File: src/rtl/alu_sequencer.sv
// alu_sequencer
//   Multi-cycle instruction sequencer in front of an 8-bit ALU. It accepts one
//   16-bit instruction per valid/ready handshake. It reads a 4-entry register
//   file and drives the ALU operand/opcode registers. In the following cycle
//   it writes the ALU result back and updates the {C,V,Z,N} flags.
//
//   Instruction word:
//     [15:14] mode  00 reg-reg ALU, 01 reg-imm ALU, 10 LDI, 11 illegal
//     [13:11] op    ALU opcode (ADD/SUB/AND/OR/XOR, others illegal)
//     [10]    reserved, ignored
//     [9:8]   rd
//     [7:0]   imm   (reg-reg mode: rs = imm[1:0])
//
//   Handshake: a transfer happens on the rising edge where instr_valid and
//   instr_ready are both 1. instr_ready is 1 exactly in IDLE. The source must
//   hold instr stable until that edge. done pulses for one cycle at retirement,
//   and err qualifies it.
//
//   Ports
//     clk, rst                      clock, synchronous active-high reset
//     instr, instr_valid            instruction input and its valid
//     instr_ready                   sequencer is in IDLE
//     alu_operand_a/b, alu_op       registered ALU inputs
//     alu_result, alu_cout,
//     alu_overflow                  combinational ALU outputs
//     done, err                     retirement pulse and illegal-instruction flag
//     flags                         {C,V,Z,N}
//     dbg_sel, dbg_data             combinational register-file read port

module alu_sequencer #(
    parameter int DATA_W   = 8,
    parameter int NUM_REGS = 4
) (
    input  logic              clk,
    input  logic              rst,
    input  logic [15:0]       instr,
    input  logic              instr_valid,
    output logic              instr_ready,
    output logic [DATA_W-1:0] alu_operand_a,
    output logic [DATA_W-1:0] alu_operand_b,
    output logic [2:0]        alu_op,
    input  logic [DATA_W-1:0] alu_result,
    input  logic              alu_cout,
    input  logic              alu_overflow,
    output logic              done,
    output logic              err,
    output logic [3:0]        flags,
    input  logic [1:0]        dbg_sel,
    output logic [DATA_W-1:0] dbg_data
);

    // Opcode encodings shared with the ALU.
    localparam logic [2:0] OP_ADD = 3'd0;
    localparam logic [2:0] OP_SUB = 3'd1;
    localparam logic [2:0] OP_AND = 3'd2;
    localparam logic [2:0] OP_OR  = 3'd3;
    localparam logic [2:0] OP_XOR = 3'd4;

    localparam logic [1:0] MODE_RR  = 2'b00;
    localparam logic [1:0] MODE_LDI = 2'b10;
    localparam logic [1:0] MODE_ILL = 2'b11;

    typedef enum logic [1:0] {
        S_IDLE = 2'd0,
        S_EXEC = 2'd1,
        S_DONE = 2'd2
    } state_t;

    state_t            r_state;
    logic [DATA_W-1:0] r_regs [NUM_REGS];
    logic [DATA_W-1:0] r_a;
    logic [DATA_W-1:0] r_b;
    logic [2:0]        r_op;
    logic [1:0]        r_rd;
    logic [3:0]        r_flags;
    logic              r_done;
    logic              r_err;

    // Instruction field decode.
    logic [1:0]        w_mode;
    logic [2:0]        w_op;
    logic [1:0]        w_rd;
    logic [1:0]        w_rs;
    logic [DATA_W-1:0] w_imm;
    logic              w_op_legal;
    logic              w_unused_reserved;
    logic              w_is_arith;

    assign w_mode            = instr[15:14];
    assign w_op              = instr[13:11];
    assign w_rd              = instr[9:8];
    assign w_imm             = instr[7:0];
    assign w_rs              = instr[1:0];
    assign w_unused_reserved = instr[10];
    assign w_op_legal        = (w_op <= OP_XOR);

    // Only ADD/SUB produce meaningful carry and overflow. The logic ops clear C and V.
    assign w_is_arith = (r_op == OP_ADD) || (r_op == OP_SUB);

    assign instr_ready   = (r_state == S_IDLE);
    assign alu_operand_a = r_a;
    assign alu_operand_b = r_b;
    assign alu_op        = r_op;
    assign done          = r_done;
    assign err           = r_err;
    assign flags         = r_flags;
    assign dbg_data      = r_regs[dbg_sel];

    always_ff @(posedge clk) begin
        if (rst) begin
            r_state <= S_IDLE;
            for (int i = 0; i < NUM_REGS; i++) begin
                r_regs[i] <= '0;
            end
            r_a     <= '0;
            r_b     <= '0;
            r_op    <= '0;
            r_rd    <= '0;
            r_flags <= '0;
            r_done  <= 1'b0;
            r_err   <= 1'b0;
        end else begin
            // done/err are pulses that are only raised on the edge entering DONE.
            r_done <= 1'b0;
            r_err  <= 1'b0;
            unique case (r_state)
                S_IDLE: begin
                    if (instr_valid) begin
                        if (w_mode == MODE_LDI) begin
                            r_regs[w_rd] <= w_imm;
                            r_done       <= 1'b1;
                            r_state      <= S_DONE;
                        end else if ((w_mode == MODE_ILL) || !w_op_legal) begin
                            // Illegal: retire with err and leave all state untouched.
                            r_done  <= 1'b1;
                            r_err   <= 1'b1;
                            r_state <= S_DONE;
                        end else begin
                            // Operands are captured now, so rd==rs reads the old value.
                            r_a     <= r_regs[w_rd];
                            r_b     <= (w_mode == MODE_RR) ? r_regs[w_rs] : w_imm;
                            r_op    <= w_op;
                            r_rd    <= w_rd;
                            r_state <= S_EXEC;
                        end
                    end
                end
                S_EXEC: begin
                    r_regs[r_rd] <= alu_result;
                    r_flags      <= {w_is_arith & alu_cout,
                                     w_is_arith & alu_overflow,
                                     (alu_result == '0),
                                     alu_result[DATA_W-1]};
                    r_done       <= 1'b1;
                    r_state      <= S_DONE;
                end
                S_DONE: begin
                    r_state <= S_IDLE;
                end
                default: begin
                    r_state <= S_IDLE;
                end
            endcase
        end
    end

endmodule

File: config.mk
export PLATFORM = sky130hd
export DESIGN_NAME = alu_sequencer
export DESIGN_NICKNAME = d
export VERILOG_FILES = /design/src/rtl/alu_sequencer.sv
export SDC_FILE = /design/constraint.sdc
export NUM_CORES = 1
export LEC_CHECK = 0
export BUFFER_PORTS_ARGS = -buffer_cell sky130_fd_sc_hd__buf_2
export CAP_MARGIN = 20
export CORE_MARGIN = 8
export CORE_UTILIZATION = 30
export CTS_CLUSTER_SIZE = 28
export DETAILED_ROUTE_END_ITERATION = 16
export PLACE_DENSITY = 0.57
export SETUP_SLACK_MARGIN = 0.5
export SYNTH_ARGS = -nofsm -noshare
export SYNTH_HDL_FRONTEND = slang
export SYNTH_SLANG_ARGS = --single-unit
File: constraint.sdc
create_clock -name clk -period 3.5 [get_ports clk]
set_clock_uncertainty 0.2 [all_clocks]
set_input_delay 0.35 -clock clk [delete_from_list [all_inputs] [get_ports clk]]
set_output_delay 0.35 -clock clk [all_outputs]
set_load 0.1 [all_outputs]
=== Word-level counts from Yosys, hierarchy flattened ===
Memory sizes are Yosys's and may differ from the RTL's. A register that Yosys moved wholly into a read port is not among the register bits.
Index checks and enable logic that the tools add are counted.

* Flip-flop bits (word level): 21
* Memory bits (writable): 32
* Input bits: 31
* Memories kept: 1

{| class="wikitable"
|+ Memory list
! memory !! depth !! width !! read ports !! clocked after Yosys merged registers in !! wr ports !! RTL line !! RTL
|-
| r_regs || 4 || 8 || 3 || 1 || 4 || 70 || <nowiki>logic [DATA_W-1:0] r_regs [NUM_REGS];</nowiki>
|}

* Magnitude comparators: 1
* Equality and inequality tests: 5
* Muxes and demuxes: 25
* Bitwise gates (word level): 6
* Reductions and logical operators: 11

{| class="wikitable"
|+ Operators by type and width
! kind !! number
|-
| 2-to-1 mux 8 bit || 3
|-
| OR reduction 8 bit || 2
|-
| 2-to-1 mux 1 bit || 15
|-
| 2-to-1 mux 2 bit || 5
|-
| logical NOT 8 bit || 1
|-
| == test 2 bit (second input constant) || 2
|-
| logical NOT 2 bit || 2
|-
| NOT 1 bit || 4
|-
| one-hot mux 2 bit (2 select lines) || 1
|-
| AND reduction 4 bit || 1
|-
| OR reduction 4 bit || 1
|-
| == test 3 x 1 -> 1 bit (second input constant) || 1
|-
| less-or-equal comparator 3 bit (second input constant) || 1
|-
| logical NOT 3 bit || 1
|-
| bitwise AND 1 bit || 2
|-
| == test 2 x 1 -> 1 bit (second input constant) || 1
|-
| logical OR 1 bit || 2
|-
| inequality test 2 bit (second input constant) || 1
|-
| one-hot mux 1 bit (2 select lines) || 1
|-
| logical NOT 1 bit || 1
|}

=== Depth between registers and ports, before layout ===
Gate-level depths: netlist (run 1).

* Depth after elaboration: 9
* Depth in mapped cells: 6
* Gate-level depth less buffers: 4

=== Worst setup path after synthesis (run 1) ===
OpenSTA, ideal clock, no wires.

* Kind: register -> register
* Start point: register r_state[0]
* End point: register r_b[3] (netlist: alu_operand_b[3])
* Library setup time: 132 ps
* Data arrival time: 2463 ps
* Setup slack: 705 ps
* Stages on the path, launching flop included: 6
* Path buffers: 1
* Clock period less this slack: 2795 ps
* Cells stage by stage: dfxtp_1 -> nor2_1 -> nand4b_1 -> clkbuf_1 -> nor2_1 -> nor3_1

* Word-level cells in the longest chain between the ends: 2

{| class="wikitable"
|+ RTL lines
! item !! RTL line !! RTL
|-
| start, declared || 69 || <nowiki>state_t r_state;</nowiki>
|-
| start signal, assigned || 111 || <nowiki>r_state <= S_IDLE;</nowiki>
|-
| start signal, assigned || 132 || <nowiki>r_state <= S_DONE;</nowiki>
|-
| start signal, assigned || 137 || <nowiki>r_state <= S_DONE;</nowiki>
|-
| logical NOT 2 bit || -- ||
|-
| via instr_ready || 38 || <nowiki>output logic instr_ready,</nowiki>
|-
| AND reduction 4 bit (no line) || -- ||
|-
| end signal, assigned || 141 || <nowiki>r_b <= (w_mode == MODE_RR) ? r_regs[w_rs] : w_imm;</nowiki>
|-
| end, declared || 72 || <nowiki>logic [DATA_W-1:0] r_b;</nowiki>
|}

The timed path passes the listed nets, and every way through them passes these cells.
A chain may end at the register's enable or synchronous reset.

==> flow_summary.ini, run 1 <==
[power_and_ir_drop]
p_leak_nw = 1.507
internal_power_mw = 1.345
seq_power_share_pct = 42.1
power_switching_mw = 0.5726
peakVddDrop_mv = 0.1513
power_mw = 1.918
combinationalPowerShare_pct = 17.9
p_clk_share_pct = 40.0
powerDensity_nw_per_um2 = 516.4
switching_share_pct = 29.86

[outcome]
status = finished, final reports clean

[worst_setup_path]
ff2ff_path_depth = 3
r2r_slack_ps = 930
endpoint_kind = flop
worst-setup-path-type = flop to flop
critPathLaunchType = flop
required_ps = 3280
critPathMaxFanout = 13
r2r_end = r_regs[1][3]$_SDFFCE_PN0P_
r2r_start = r_state[0]$_SDFFE_PP0P_
crit_arrival_ps = 2350
critPathLaunch = r_state[0]$_SDFFE_PP0P_
endpoint = r_regs[1][3]$_SDFFCE_PN0P_

[die]
die_area_um2 = 13610
core_area_um2 = 9819
die_h_um = 116.7
io_pins = 65
die_w_um = 116.7
start_util_pct = 30.95
rows = 36

[yosys]
synth_cell_types = 36
yosysSeqAreaShare_pct = 50.72
mappedNetlistArea_um2 = 3039
yosysWarnings = 0
syn-instance-count = 273
ys_ff_latch = 61
synth_nets = 304
synth.avg_cell_area_um2 = 11.13

[timing]
max_slew_margin_pct = 42.17
tightest_slew_ps = 863.6
finalSetupTns_ps = 0
finalMaxSlewViolations = 0
max_freq_mhz = 388.6
post-route-min-period_ps = 2573
hold_viol_final = 0
rsz0062_at_grt = no
setup_ws_ps = 926.9
timing.final.crit_share_pct = 73.52
finalSetupViolCount = 0

[routing]
drt-total-wl_um = 8158
routed-via-count = 2329
drt_iter0_drc = 210
wl_per_cell_um = 17.39
drc = 0
firstDrtPassIters = 6
ant_nets = 0
vias_per_cell = 4.966

[global_route]
antenna_found_initial = 0
grt_pass1_wl_um = 12860
grt_max_degree = 33
grt-ovfl-total = 0
grt_use_total_pct = 12.55
grt_pass1_vias = 2310

[placed_design]
dp_slack_ps = 692.3
place_congestion = 0.8843
port_buffers = 63
dpl.hpwl_um = 6390

[clock_network]
h-tree-depth = 3
cts_max_path_buffers = 2
postCtsSetupRepairBufs = 0
cts_made_buffers = 9
root_buffer = clkbuf_8
cts_sinks = 61
cts_resized = 0
hold_buffers = 0
clk_pin_slew_worst_paths_ps = 80
worstSkewPairLatency_ps = 330
cts_tree = done

[flow_run]
maxCapViolCount = 0

[cells_and_area]
diodes = 0
nets = 362
post-route-util_pct = 37.82
drive_gt1_share_pct = 32.14
syn2layout_area_growth_pct = 22.19

[worst_hold_path]
min_from = alu_overflow
hp-class = input port to flop
[through the flow]
stage | hold WS [ps] | area [um^2] | std cells
global route | 12.26 | 3714 | 469
floorplan | 249.4 | 3039 | 273
CTS | 7.829 | 3714 | 469
detailed placement | 247.0 | 3466 | 453
global placement | 241.4 | 3466 | 453
finish | 25.20 | 3714 | 469
[power by group through the flow]
stage | Sequential, mW | Clock [mW] | Combinational, mW
2_1_floorplan | 0.900 | 0 | 0.189
3_5_place_dp | 0.824 | 0 | 0.345
5_1_grt | 0.811 | 0.820 | 0.363
6_report | 0.808 | 0.766 | 0.343
3_3_place_gp | 0.821 | 0 | 0.345
4_1_cts | 0.807 | 0.786 | 0.346
[placed cells by master, fill, tap and decap left out, types with 2 or more instances in the layout]
| cell | synthesis | final |
|---|---|---|
| o221ai_1 | 6 | 6 |
| nor4_1 | 2 | 2 |
| dfxtp_1 | 29 | 29 |
| mux2i_1 | 15 | 15 |
| mux4_2 | 16 | 16 |
| buf_2 | 6 | 63 |
| a21oi_1 | 18 | 18 |
| bufinv_16 | 0 | 3 |
| nand2_1 | 30 | 30 |
| nor2_1 | 42 | 42 |
| or3b_2 | 2 | 2 |
| clkbuf_8 | 0 | 9 |
| a22o_1 | 3 | 3 |
| edfxtp_1 | 32 | 32 |
| inv_1 | 12 | 12 |
| a22oi_1 | 8 | 8 |
| nand2b_1 | 5 | 5 |
| a32oi_2 | 2 | 2 |
| clkinv_4 | 0 | 3 |
| o21ai_0 | 7 | 7 |
| buf_4 | 0 | 2 |
| nor3_1 | 10 | 10 |
[sequential cells by signal (all words and copies together) (netlist names)]
| name | cells |
|---|---|
| alu_operand_a | 8 |
| alu_operand_b | 8 |
| r_regs | 32 |
| r_rd | 2 |
| r_state | 2 |
| flags | 4 |
| done | 1 |
| err | 1 |
| alu_op | 3 |
[routing by layer]
layer | wire, um | vias to the layer above | global-route usage, %
met2 | 3745 | 74 | 19.07
met5 | 0 | - | 0
met4 | 70 | 0 | 5.461
met1 | 3778 | 1120 | 16.44
met3 | 563 | 6 | 3.361
li1 | - | 1129 | -
[area by class of cell]
type	instances	area, um^2
multi-input combinational	182	1383
fill	1005	6106
clock buffer	9	123.9
tap	133	166.4
timing repair buffer	65	330.3
inverter	12	45.04
sequential	61	1541
clock inverter	7	123.9
[worst max-delay path: stages, from the launching register on]
cell      delay (ps)
dfxtp_1          450
nor3b_2          760
a32oi_2          370
nand2b_1         430
[worst min path at each step]
| stage | cells after the start | endpoint |
|---|---|---|
| after global placement | 2 | alu_op[0]$_SDFFE_PP0P_ |
| after detailed placement | 2 | alu_operand_a[5]$_SDFFE_PP0P_ |
| final | 2 | flags[2]$_SDFFE_PP0N_ |
| after global routing | 2 | flags[3]$_SDFFE_PP0N_ |
| after floorplan | 2 | r_rd[1]$_SDFFE_PP0P_ |
| after CTS | 2 | flags[2]$_SDFFE_PP0N_ |
[synthesized netlist by cell type (all sizes together)]
cell type / n / area share [%]
a22o: 3 / 0.86
buf: 8 / 1.2
o221ai: 6 / 1.7
nand2b: 5 / 1.0
edfxtp: 32 / 32
a21oi: 18 / 3.0
a32oi: 2 / 1.1
a221oi: 1 / 0.29
mux2: 1 / 0.37
clkbuf: 10 / 1.2
nand4b: 1 / 0.29
nor2: 43 / 5.6
nand3b: 1 / 0.66
a311o: 1 / 0.33
or3b: 2 / 0.58
a32o: 1 / 0.33
a211oi: 1 / 0.25
and4b: 1 / 0.33
nor3b: 1 / 0.25
mux2i: 15 / 4.9
mux4: 16 / 12
and3b: 1 / 0.29
nor3: 11 / 2.2
nor4: 2 / 0.41
dfxtp: 29 / 19
o21ai: 7 / 1.2
a22oi: 8 / 2.0
or4b: 1 / 0.45
nand2: 30 / 3.7
or4bb: 1 / 0.37
o32ai: 1 / 0.91
inv: 12 / 1.5
or3: 1 / 0.21
[cell families (layout without fill, tap and decap cells)]
family,count (synthesis),count (layout),synth area share (%)
AOI/OAI and AO/OA,49,49,11.86
buffers and inverters,30,93,3.952
DFF,61,61,50.72
muxes,32,32,17.17
and+or+nand+nor,101,101,16.30
No activity file was read; power rests on OpenSTA's default activity.
==> run 2: changes to the inputs <==
==> constraint.sdc (replaced) <==
create_clock -name clk -period 2.5 [get_ports clk]
set_clock_uncertainty 0.2 [all_clocks]
set_input_delay 0.25 -clock clk [delete_from_list [all_inputs] [get_ports clk]]
set_output_delay 0.25 -clock clk [all_outputs]
set_load 0.1 [all_outputs]
==> flow_summary.ini, run 2 (same netlist as run 1, synthesis figures left out) <==
[outcome]
status = finished, final reports clean

[die]
die_w_um = 116.7
io_pins = 65
core_area_um2 = 9819
die_area_um2 = 13610
die_h_um = 116.7
start_util_pct = 30.95
rows = 36

[clock_network]
cts_made_buffers = 9
cts_max_path_buffers = 2
clk_pin_slew_worst_paths_ps = 70
cts_sinks = 61
root_buffer = clkbuf_8
h-tree-depth = 3
worstSkewPairLatency_ps = 340
cts_tree = done

[routing]
routed-via-count = 2476
drt-total-wl_um = 8565
vias_per_cell = 4.992
wl_per_cell_um = 17.27
drc = 0
ant_nets = 0
drt_iter0_drc = 272
firstDrtPassIters = 4

[worst_setup_path]
critPathLaunch = r_state[0]$_SDFFE_PP0P_
crit_chain = or4b_4 -> nor3_4 -> nand3b_4 -> buf_12 -> nor2_1
endpoint_kind = flop
worst-setup-path-type = flop to flop
crit_family = simple AND/OR/NAND/NOR gates
r2r_start = r_state[0]$_SDFFE_PP0P_
crit_arrival_ps = 1890
crit_buf_inv = 1
cp_slowest_stage_delay_ps = 550
required_ps = 2380
critPathMaxFanout = 8
ff2ff_path_depth = 5
path_depth = 5
critPathLaunchType = flop
critPathSlowestCell = or4b_4

[timing]
finalSetupTns_ps = 0
rsz0062_at_grt = yes
finalMaxSlewViolations = 0
max_freq_mhz = 496.8
hold_viol_final = 0
max_slew_margin_pct = 65.98
post-route-min-period_ps = 2013
finalSetupViolCount = 0
setup_ws_ps = 487.1
tightest_slew_ps = 505.6
timing.final.crit_share_pct = 80.52

[power_and_ir_drop]
powerDensity_nw_per_um2 = 651.3
p_leak_nw = 1.667
peakVddDrop_mv = 0.2328

[flow_run]
maxCapViolCount = 0

[global_route]
grt_max_degree = 24
grt_pass1_wl_um = 13340
grt_use_total_pct = 13.03
antenna_found_initial = 0
grt_pass1_vias = 2516
grt-ovfl-total = 0

[cells_and_area]
syn2layout_area_growth_pct = 33.92
post-route-util_pct = 41.45
nets = 389
final_common_cell = buf_2
largest_reg_flops = 32
diodes = 0
final_cell_mix = buf_2, nor2_1, edfxtp_1
drive_gt1_share_pct = 39.39
max_flop_register = r_regs

[placed_design]
dp_slack_ps = 248.1
dpl.hpwl_um = 6565
port_buffers = 63
place_congestion = 0.8770

[worst_hold_path]
min_from = rst
holdPathStages = 2
hp-class = input port to flop
[run 2: cell count changes in the layout (fill, tap and decap cells not counted), moves of 2 or more]
cell           change
buf_12             +2
buf_2              -8
buf_4             +20
buf_6              +6
dlygate4sd3_1      +6
nand2b_1           -3
nand2b_2           +2
nor2_1             -6
nor2_2             +2
nor2_4             +4
[run 2: cell type report]
class | instances | area, um^2
Timing Repair Buffer | 92 | 623.1
Tap cell | 133 | 166.4
Fill cell | 968 | 5749
Clock buffer | 9 | 123.9
Clock inverter | 7 | 98.84
Inverter | 12 | 45.04
Multi-Input combinational cell | 182 | 1468
Sequential cell | 61 | 1545
[run 2: what timing repair did]
| item | CTS | global route |
|---|---|---|
| endpoints found under the setup margin | 40 | 54 |
| hold buffers | 6 | 0 |
| hold endpoints to repair | 6 | 0 |
| pin swaps | 3 | 3 |
| setup buffers | 4 | 10 |
| gates resized for setup | 17 | 13 |
[run 2: power by group]
group / internal (mW) / leakage [nW] / switching, mW / total (mW)
clock: 0.566 / 0.110 / 0.412 / 0.977
sequential: 1.10 / 0.569 / 0.0295 / 1.13
combinational: 0.166 / 0.988 / 0.382 / 0.548
[run 2: worst reg2reg max path: stages, from the launching register on]
cell and delay (ps):
dfxtp_4 360, or4b_4 550, nor3_4 250, nand3b_4 210, buf_12 140, nor2_1 40
[run 2: path summary, 6_finish.rpt]
check / end / slack, ps
min reg2reg: alu_op[0]$_SDFFE_PP0P_ / 250
min: done$_SDFF_PP0_ / 50
max reg2reg: r_regs[2][1]$_SDFFCE_PN0P_ / 490
max: r_regs[2][1]$_SDFFCE_PN0P_ / 490
[run 2: stage by stage]
| stage | std cells | total power [mW] | instance area (um^2) | hold slack (ps) |
|---|---|---|---|---|
| 2_1_floorplan | 273 | 1.532 | 3085 | 182.8 |
| 3_3_place_gp | 460 | 1.646 | 3558 | 240.5 |
| 3_5_place_dp | 460 | 1.649 | 3558 | 243.9 |
| 4_1_cts | 486 | 2.658 | 3946 | 21.40 |
| 5_1_grt | 496 | 2.753 | 4070 | 37.63 |
| 6_report | 496 | 2.651 | 4070 | 50.85 |
[run 2: per-layer routing]
metal  part of all wire [%]  track usage (%)  wire length (um)  vias up
met5                      0                0                 0        -
met4                   0.71            4.778                61        0
met3                    6.4            3.930               544        7
met2                     48            20.42              4076       71
met1                     45            16.61              3883     1215
li1                       -                -                 -     1183
==> run 3: changes to the inputs <==
--- a/config.mk
+++ b/config.mk
@@ -11,7 +11,7 @@
 export CORE_UTILIZATION = 30
 export CTS_CLUSTER_SIZE = 28
 export DETAILED_ROUTE_END_ITERATION = 16
-export PLACE_DENSITY = 0.57
+export PLACE_DENSITY = 0.59
 export SETUP_SLACK_MARGIN = 0.5
 export SYNTH_ARGS = -nofsm -noshare
 export SYNTH_HDL_FRONTEND = slang
==> constraint.sdc (replaced) <==
create_clock -name clk -period 1.8 [get_ports clk]
set_clock_uncertainty 0.2 [all_clocks]
set_input_delay 0.18 -clock clk [delete_from_list [all_inputs] [get_ports clk]]
set_output_delay 0.18 -clock clk [all_outputs]
set_load 0.1 [all_outputs]
==> flow_summary.ini, run 3 (same netlist as run 1, synthesis figures left out) <==
[cells_and_area]
final_cell_mix = buf_4, edfxtp_1, buf_2
final_cell_area_um2 = 5544
drive_gt1_share_pct = 67.76
post-route-util_pct = 56.46
final_common_cell = buf_4
syn2layout_area_growth_pct = 82.42
nets = 454
diodes = 0
max_flop_register = r_regs
largest_reg_flops = 32

[timing]
post-route-min-period_ps = 2028
max_freq_mhz = 493.1
timing.final.crit_share_pct = 112.7
whs_ps = 30.95
tightest_slew_ps = 488.5
setup_ws_ps = -228.0
rsz0062_at_grt = yes
max_slew_margin_pct = 67.43
finalMaxSlewViolations = 0
hold_viol_final = 0
finalSetupViolCount = 95

[global_route]
grt.met1_usage_pct = 17.04
grt-ovfl-total = 0
grt_max_degree = 23
met2_usage_pct = 25.92
grt_use_total_pct = 14.72
grt_busiest_layer = met2
grt_pass1_vias = 2772
antenna_found_initial = 0
grt_pass1_wl_um = 15140
use_met3_pct = 2.482

[power_and_ir_drop]
powerDensity_nw_per_um2 = 728.1
p_leak_nw = 2.216
peakVddDrop_mv = 0.2830

[placed_design]
place_congestion = 0.8473
port_buffers = 63
dpl.hpwl_um = 6826
dpl-instance-area_um2 = 3874

[worst_setup_path]
crit_buf_inv = 7
critPathLaunchType = flop
critPathMaxFanout = 5
cp_slowest_stage_delay_ps = 330
required_ps = 1860
endpoint_kind = flop
worst-setup-path-type = flop to flop
crit_family = buffers and inverters
critPathSlowestCell = dfxtp_2
cp_common_cell = buf_6
crit_chain = buf_4 -> buf_6 -> buf_6 -> buf_6 -> nor2_4 -> and4b_2 -> buf_12 -> buf_12 -> buf_16 -> nor2_1 -> nor3_2
crit_arrival_ps = 2080

[clock_network]
clk_pin_slew_worst_paths_ps = 80
cts_tree = done
worstSkewPairLatency_ps = 340
root_buffer = clkbuf_8
cts_max_path_buffers = 2
cts_sinks = 61
h-tree-depth = 3
cts_made_buffers = 9

[routing]
firstDrtPassIters = 4
drc = 0
wl_per_cell_um = 19.07
routed-via-count = 2805
drt-total-wl_um = 10700
ant_nets = 0
drt_iter0_drc = 244
vias_per_cell = 5.000

[die]
start_util_pct = 30.95
io_pins = 65
rows = 36
core_area_um2 = 9819
die_area_um2 = 13610
die_w_um = 116.7
die_h_um = 116.7

[outcome]
failed_checks = setup timing
status = complete, but fails checks

[worst_hold_path]
hp-class = input port to flop

[flow_run]
maxCapViolCount = 0
## run 3: worst paths after layout
path | end | cells after the start | from | slack, ps
worst max-delay path | alu_operand_b[7]$_SDFFE_PP0P_ | 11 | r_state[0]$_SDFFE_PP0P_ | -230
worst min-delay path | r_regs[3][4]$_DFFE_PP_ | 3 | instr[4] | 30
worst max register to register | alu_operand_b[7]$_SDFFE_PP0P_ | 11 | r_state[0]$_SDFFE_PP0P_ | -230
worst min register to register | alu_operand_a[0]$_SDFFE_PP0P_ | 2 | alu_operand_a[0]$_SDFFE_PP0P_ | 280
## run 3: area by class of cell
class / count / area, um^2
Clock inverter: 7 / 98.84
Clock buffer: 9 / 123.9
Inverter: 12 / 45.04
Timing Repair Buffer: 157 / 1735
Sequential cell: 61 / 1585
Tap cell: 133 / 166.4
Multi-Input combinational cell: 182 / 1789
Fill cell: 771 / 4275
## run 3: where the power goes
| group | internal, mW | switching (mW) | total, mW |
|---|---|---|---|
| logic | 0.445 | 0.625 | 1.07 |
| clock network | 0.786 | 0.601 | 1.39 |
| registers | 1.52 | 0.0558 | 1.58 |
| total | 2.75 | 1.28 | 4.04 |
## run 3: per-layer routing
metal	wire length, um	share of wire, %
met1	4111	38
met2	5745	54
met3	646	6.0
met4	192	1.8
met5	0	0
## run 3: worst register-to-register path: cells and delay by family (launching register included)
| kind | cells | cell delay [ps] |
|---|---|---|
| AND/OR/NAND/NOR | 4 | 630 |
| flip-flops | 1 | 330 |
| buffers and inverters | 7 | 790 |
## run 3: timing repair
item / in CTS / in global routing
endpoints found under the setup margin: 125 / 123
hold buffers: 8 / 0
hold endpoints to repair: 9 / 0
gates cloned: 4 / 2
setup buffers: 35 / 16
pin swaps: 28 / 28
gates resized for setup: 136 / 92
## run 3: metrics by stage
step                TNS [ps]  total power, mW  worst slack, ps  std cells
floorplan              -7387            2.149           -205.7        273
global placement      -13410            2.348           -271.4        480
detailed placement    -15580            2.353           -308.5        480
global route          -20450            4.159           -294.3        561
CTS                   -12020            3.947           -208.7        543
finish                -15390            4.037           -228.0        561
